### config.mk
export PLATFORM = sky130hd
export DESIGN_NAME = bcd_down_counter
export DESIGN_NICKNAME = d
export VERILOG_FILES = /design/src/rtl/bcd_pkg.sv /design/src/rtl/bcd_down_digit.sv /design/src/rtl/bcd_down_counter.sv
export SDC_FILE = /design/constraint.sdc
export NUM_CORES = 1
export LEC_CHECK = 0
export ABC_AREA = 0
export ABC_CLOCK_PERIOD_IN_PS = 2200
export CAP_MARGIN = 20
export CORE_MARGIN = 2
export CORE_UTILIZATION = 54
export CTS_CLUSTER_DIAMETER = 100
export DETAILED_ROUTE_END_ITERATION = 12
export DONT_BUFFER_PORTS = 1
export PLACE_DENSITY_LB_ADDON = 0.15
export SYNTH_ARGS = -nofsm -noshare
export SYNTH_HDL_FRONTEND = slang
export SYNTH_SLANG_ARGS = --single-unit
### constraint.sdc
create_clock -name clk -period 2.2 [get_ports clk]
set_input_delay 0.66 -clock clk [delete_from_list [all_inputs] [get_ports clk]]
set_output_delay 0.66 -clock clk [all_outputs]
set_load 0.05 [all_outputs]
### src/rtl/bcd_pkg.sv
// Shared BCD digit definitions for the cascaded up/down counters and display path.
package bcd_pkg;

    localparam int unsigned BCD_W = 4;

    typedef logic [BCD_W-1:0] bcd_digit_t;

    localparam bcd_digit_t BCD_MAX = 4'd9;

    // Saturate an illegal nibble (A..F) to the largest legal digit.
    function automatic bcd_digit_t bcd_clamp(input bcd_digit_t nibble);
        return (nibble > BCD_MAX) ? BCD_MAX : nibble;
    endfunction

endpackage

### src/rtl/bcd_down_digit.sv
// One BCD digit of the down-counter: parallel load, or step 0->9 / d->d-1 on request.
module bcd_down_digit
    import bcd_pkg::*;
(
    input  logic       clk,
    input  logic       rst,
    input  logic       load,
    input  bcd_digit_t d_in,
    input  logic       step,
    output bcd_digit_t q,
    output logic       is_zero
);

    always_ff @(posedge clk) begin
        if (rst) begin
            q <= '0;
        end else if (load) begin
            q <= bcd_clamp(d_in);
        end else if (step) begin
            q <= (q == '0) ? BCD_MAX : bcd_digit_t'(q - 4'd1);
        end
    end

    assign is_zero = (q == '0);

endmodule

### src/rtl/bcd_down_counter.sv
// Cascaded BCD countdown timer with prescaled tick, parallel preset, optional
// auto-reload and a terminal-count pulse. Digit encoding matches the mod-10 up-counter.
module bcd_down_counter
    import bcd_pkg::*;
#(
    parameter int unsigned DIGITS      = 4,
    parameter int unsigned TICK_DIV    = 65536,
    parameter int unsigned AUTO_RELOAD = 0
) (
    input  logic                  clk,
    input  logic                  rst,
    input  logic                  load,
    input  logic [4*DIGITS-1:0]   preset,
    input  logic                  en,
    output logic [4*DIGITS-1:0]   count,
    output logic                  zero,
    output logic                  done,
    output logic                  bcd_err
);

    localparam int unsigned CW = BCD_W * DIGITS;
    localparam int unsigned PW = (TICK_DIV > 1) ? $clog2(TICK_DIV) : 1;

    logic [PW-1:0]     presc;
    logic [CW-1:0]     stored;
    logic [CW-1:0]     preset_clamped_c;
    logic              preset_bad_c;
    logic              tick_c;
    logic              dec_c;
    logic              reload_c;
    logic              digit_load_c;
    logic [CW-1:0]     digit_src_c;
    logic [DIGITS-1:0] digit_zero;
    logic [DIGITS-1:0] step_c;
    logic              borrow_c;
    logic              upper_zero_c;
    logic              last_one_c;

    // Per-nibble clamp of the incoming preset and illegal-digit detection.
    always_comb begin
        preset_clamped_c = '0;
        preset_bad_c     = 1'b0;
        for (int i = 0; i < DIGITS; i++) begin
            preset_clamped_c[BCD_W*i +: BCD_W] = bcd_clamp(preset[BCD_W*i +: BCD_W]);
            preset_bad_c = preset_bad_c | (preset[BCD_W*i +: BCD_W] > BCD_MAX);
        end
    end

    assign zero     = &digit_zero;
    assign tick_c   = en && (presc == PW'(TICK_DIV - 1));
    assign dec_c    = tick_c && !load && !zero;
    assign reload_c = (AUTO_RELOAD != 0) && tick_c && !load && zero;

    assign digit_load_c = load || reload_c;
    assign digit_src_c  = load ? preset_clamped_c : stored;

    // Borrow chain: digit i steps only when every lower digit already reads 0.
    // upper_zero flags the value 1, i.e. the decrement that lands on zero.
    always_comb begin
        step_c       = '0;
        borrow_c     = 1'b1;
        upper_zero_c = 1'b1;
        for (int i = 0; i < DIGITS; i++) begin
            step_c[i] = dec_c && borrow_c;
            borrow_c  = borrow_c && digit_zero[i];
            if (i > 0) begin
                upper_zero_c = upper_zero_c && digit_zero[i];
            end
        end
        last_one_c = (count[BCD_W-1:0] == 4'd1) && upper_zero_c;
    end

    for (genvar g = 0; g < DIGITS; g++) begin : g_digit
        bcd_down_digit u_digit (
            .clk     (clk),
            .rst     (rst),
            .load    (digit_load_c),
            .d_in    (digit_src_c[BCD_W*g +: BCD_W]),
            .step    (step_c[g]),
            .q       (count[BCD_W*g +: BCD_W]),
            .is_zero (digit_zero[g])
        );
    end

    // Prescaler, stored preset, terminal-count pulse and load error flag.
    always_ff @(posedge clk) begin
        if (rst) begin
            presc   <= '0;
            stored  <= '0;
            done    <= 1'b0;
            bcd_err <= 1'b0;
        end else if (load) begin
            presc   <= '0;
            stored  <= preset_clamped_c;
            done    <= 1'b0;
            bcd_err <= preset_bad_c;
        end else begin
            done <= dec_c && last_one_c;
            if (en) begin
                presc <= tick_c ? '0 : presc + PW'(1);
            end
        end
    end

endmodule

==> out/qor.yml <==
critical_path:
  slowest_delay_ns: 0.54
  worstSetupStartpointType: "flop"
  crit_slowest_cell: "or4_4"
  cp_max_fo: 4
  cp.arrival_ns: 1.76
  worstSetupEndpointType: "primary output"
  worstSetupPathType: "reg2out"
  critPathRequiredTime_ns: 1.54
  cp_cell_sequence: "or4_4 -> nor4_4 -> buf_12"
cts:
  cts_tree: "built"
  clk_latency_ns: 0.34
  cts-htree-levels: 2
  postCtsHoldBufs: 0
  clk_pin_slew_ns: 0.10
  cts_made_buffers: 5
  root_buffer: "clkbuf_4"
  cts_buffer_depth: 2
  cts_sinks: 34
synthesis:
  seq_area_frac_synth_pct: 37.7
  syn_inst: 221
  ys_ff_latch: 34
  ys_top_cells_by_area: "dfxtp_1 38%, nor2_1 6.4%, xnor2_1 4.4%"
  synth_edf_count: 0
  synth_flop_cell: "dfxtp_1"
  syn-mean-instance-area_um2: 8.17
  synth_nets: 242
  yosys.area.top_type: "dfxtp_1"
  yosys_warnings: 0
  ys_types: 43
  synth.cell_area_mm2: 0.00181
  async_reset_ff_share_pct: 0
  synthDominantCellAreaShare_pct: 37.7
global_route:
  grt_pass1_wl_um: 7160
  grt_usage_pct: 25.4
  grt_max_degree: 19
  antenna_found_initial: 0
  first_global_vias: 1584
  overflow: 0
pwr:
  p_leak_nw: 0.793
  p_clk_share_pct: 28.8
  cell_internal_pwr_mw: 0.878
  seq_power_share_pct: 50.9
  combPwrFrac_pct: 20.3
  ir_worst_vdd_uv: 424
  swShare_pct: 31.3
  p_per_area_mw_per_mm2: 593
  switchingPower_mw: 0.401
detailed_routing:
  vias: 1716
  route.detailed.drc: 0
  viasPerCell: 5.98
  wirelength_um: 4450
  ant_nets: 0
  drtPass1Iterations: 5
  wire_per_inst_um: 15.5
  dr.first_iter.drc_count: 118
cells_and_area:
  n_antenna_cell: 0
  layout_commonest_cell: "nor2_1"
  final_core_util_pct: 69.0
  drive_above_1_share_pct: 26.7
  seq_area_um2: 704
  final_area_mm2: 0.00216
  multi_input_area_mm2: 0.00110
  nFillCells: 260
  nets: 263
  layout_common_cells: "31 x nor2_1, 25 x buf_4, 21 x dfxtp_1"
  synthToLayoutAreaGrowth_pct: 19.5
timing:
  hold_viol: 0
  finalCritPeriodShare_pct: 110
  fin_ws_ns: -0.221
  worst_pin_slew_ns: 0.506
  relSlewSlack_pct: 66.2
  timing.fmax_mhz: 413
  final.setup.tns_ns: -0.221
  rsz0062_at_grt: "yes"
  drv_slew: 0
  fin_crit_ns: 2.42
  setup_violations: 1
  clock_skew_ns: 0.00738
run:
  cap_violations: 0
floorplan:
  fp.dieW_um: 61.8
  core_area_mm2: 0.00313
  rows: 20
  io_pins: 39
  die_area_mm2: 0.00382
  initial_core_util_pct: 57.7
  dieHeight_um: 61.8
worst_hold_path:
  holdCritPathClass: "in2reg"
run_status:
  violations: "setup timing"
  status: "complete, but fails checks"
placed_design:
  hpwl_um: 3270
  post-place-ws_ns: -0.0792
  port_buffers: 0
  globalplace.congestion: 0.903
  placed_area_mm2: 0.00205
cell usage after synthesis (all sizes together) (2+ instances only):
cell type  count
and3           4
inv            8
o211ai         3
nand3b         3
xor2           6
nand3         11
clkbuf         9
nor4           7
buf            3
nand4          9
dfxtp         34
a21boi         4
a21oi          9
nand2b         2
nor3           7
o21ai         12
a31oi          5
mux2i          5
or3            5
or2            4
xnor2          9
nor4b          3
nand2         11
nor2          31
or4            6
final cells by class:
type | count | area share, %
multi-input combinational | 167 | 51.0
tap | 44 | 2.55
clock buffer | 7 | 2.55
inverter | 8 | 1.39
clock inverter | 1 | 0.232
sequential | 34 | 32.7
timing repair buffer | 26 | 9.63
metrics by stage:
step | cells | power [mW] | hold slack [ns]
3_3_place_gp | 278 | 0.903 | 0.470
5_1_grt | 287 | 1.34 | 0.343
3_5_place_dp | 278 | 0.909 | 0.485
4_1_cts | 287 | 1.27 | 0.357
2_1_floorplan | 221 | 0.856 | 0.457
6_report | 287 | 1.28 | 0.365
power groups by stage:
stage          Sequential [mW]  Clock, mW  Combinational (mW)
2_1_floorplan            0.735          0               0.121
3_3_place_gp             0.664          0               0.239
3_5_place_dp             0.665          0               0.244
4_1_cts                  0.651      0.372               0.249
5_1_grt                  0.654      0.406               0.276
6_report                 0.651      0.369               0.259
worst max-delay path: cells and delay by family (launching register included):
kind	cells	cell delay, ns
AND/OR/NAND/NOR	2	0.88
buffers and inverters	1	0.19
flip-flops	1	0.36
repair_timing:
item	CTS	global route
pin swaps	2	2
setup endpoints to repair	1	7
setup buffers	1	0
resized for setup	0	6
gates cloned	0	0
final timing paths:
| path | startpoint | endpoint | slack (ns) | cells past startpoint |
|---|---|---|---|---|
| min | rst | g_digit[1].u_digit.q[1] | 0.36 | 1 |
| max reg2reg | presc[1] | g_digit[0].u_digit.q[3] | 0.07 | 7 |
| min reg2reg | presc[13] | presc[13] | 0.50 | 2 |
| max | g_digit[3].u_digit.q[0] | zero | -0.22 | 3 |
routing by layer:
| metal | track usage, % | share of wire (%) | vias to the layer above |
|---|---|---|---|
| met1 | 32.2 | 43 | 811 |
| met5 | 0 | 0 | - |
| met4 | 10.3 | 1.1 | 0 |
| met2 | 41.2 | 50 | 62 |
| li1 | - | - | 838 |
| met3 | 6.42 | 5.4 | 5 |
registers in the layout (all words and copies together), names as in the netlist:
register	cells
bcd_err	1
done	1
g_digit.u_digit.q	16
presc	16
kinds of logic (layout without fill, tap and decap cells):
| group | Yosys count | count (layout) | synth area share (%) |
|---|---|---|---|
| XOR/XNOR | 15 | 15 | 7.28 |
| flip-flops | 34 | 34 | 37.7 |
| adder cells (fa/ha/maj) | 1 | 1 | 0.693 |
| AND/OR/NAND/NOR | 106 | 106 | 33.1 |
| multiplexers | 5 | 5 | 2.77 |
| buffers and inverters | 20 | 42 | 4.30 |
| AO/OA/AOI/OAI | 40 | 40 | 14.2 |
Note: power is estimated with default switching activity, not from simulation.
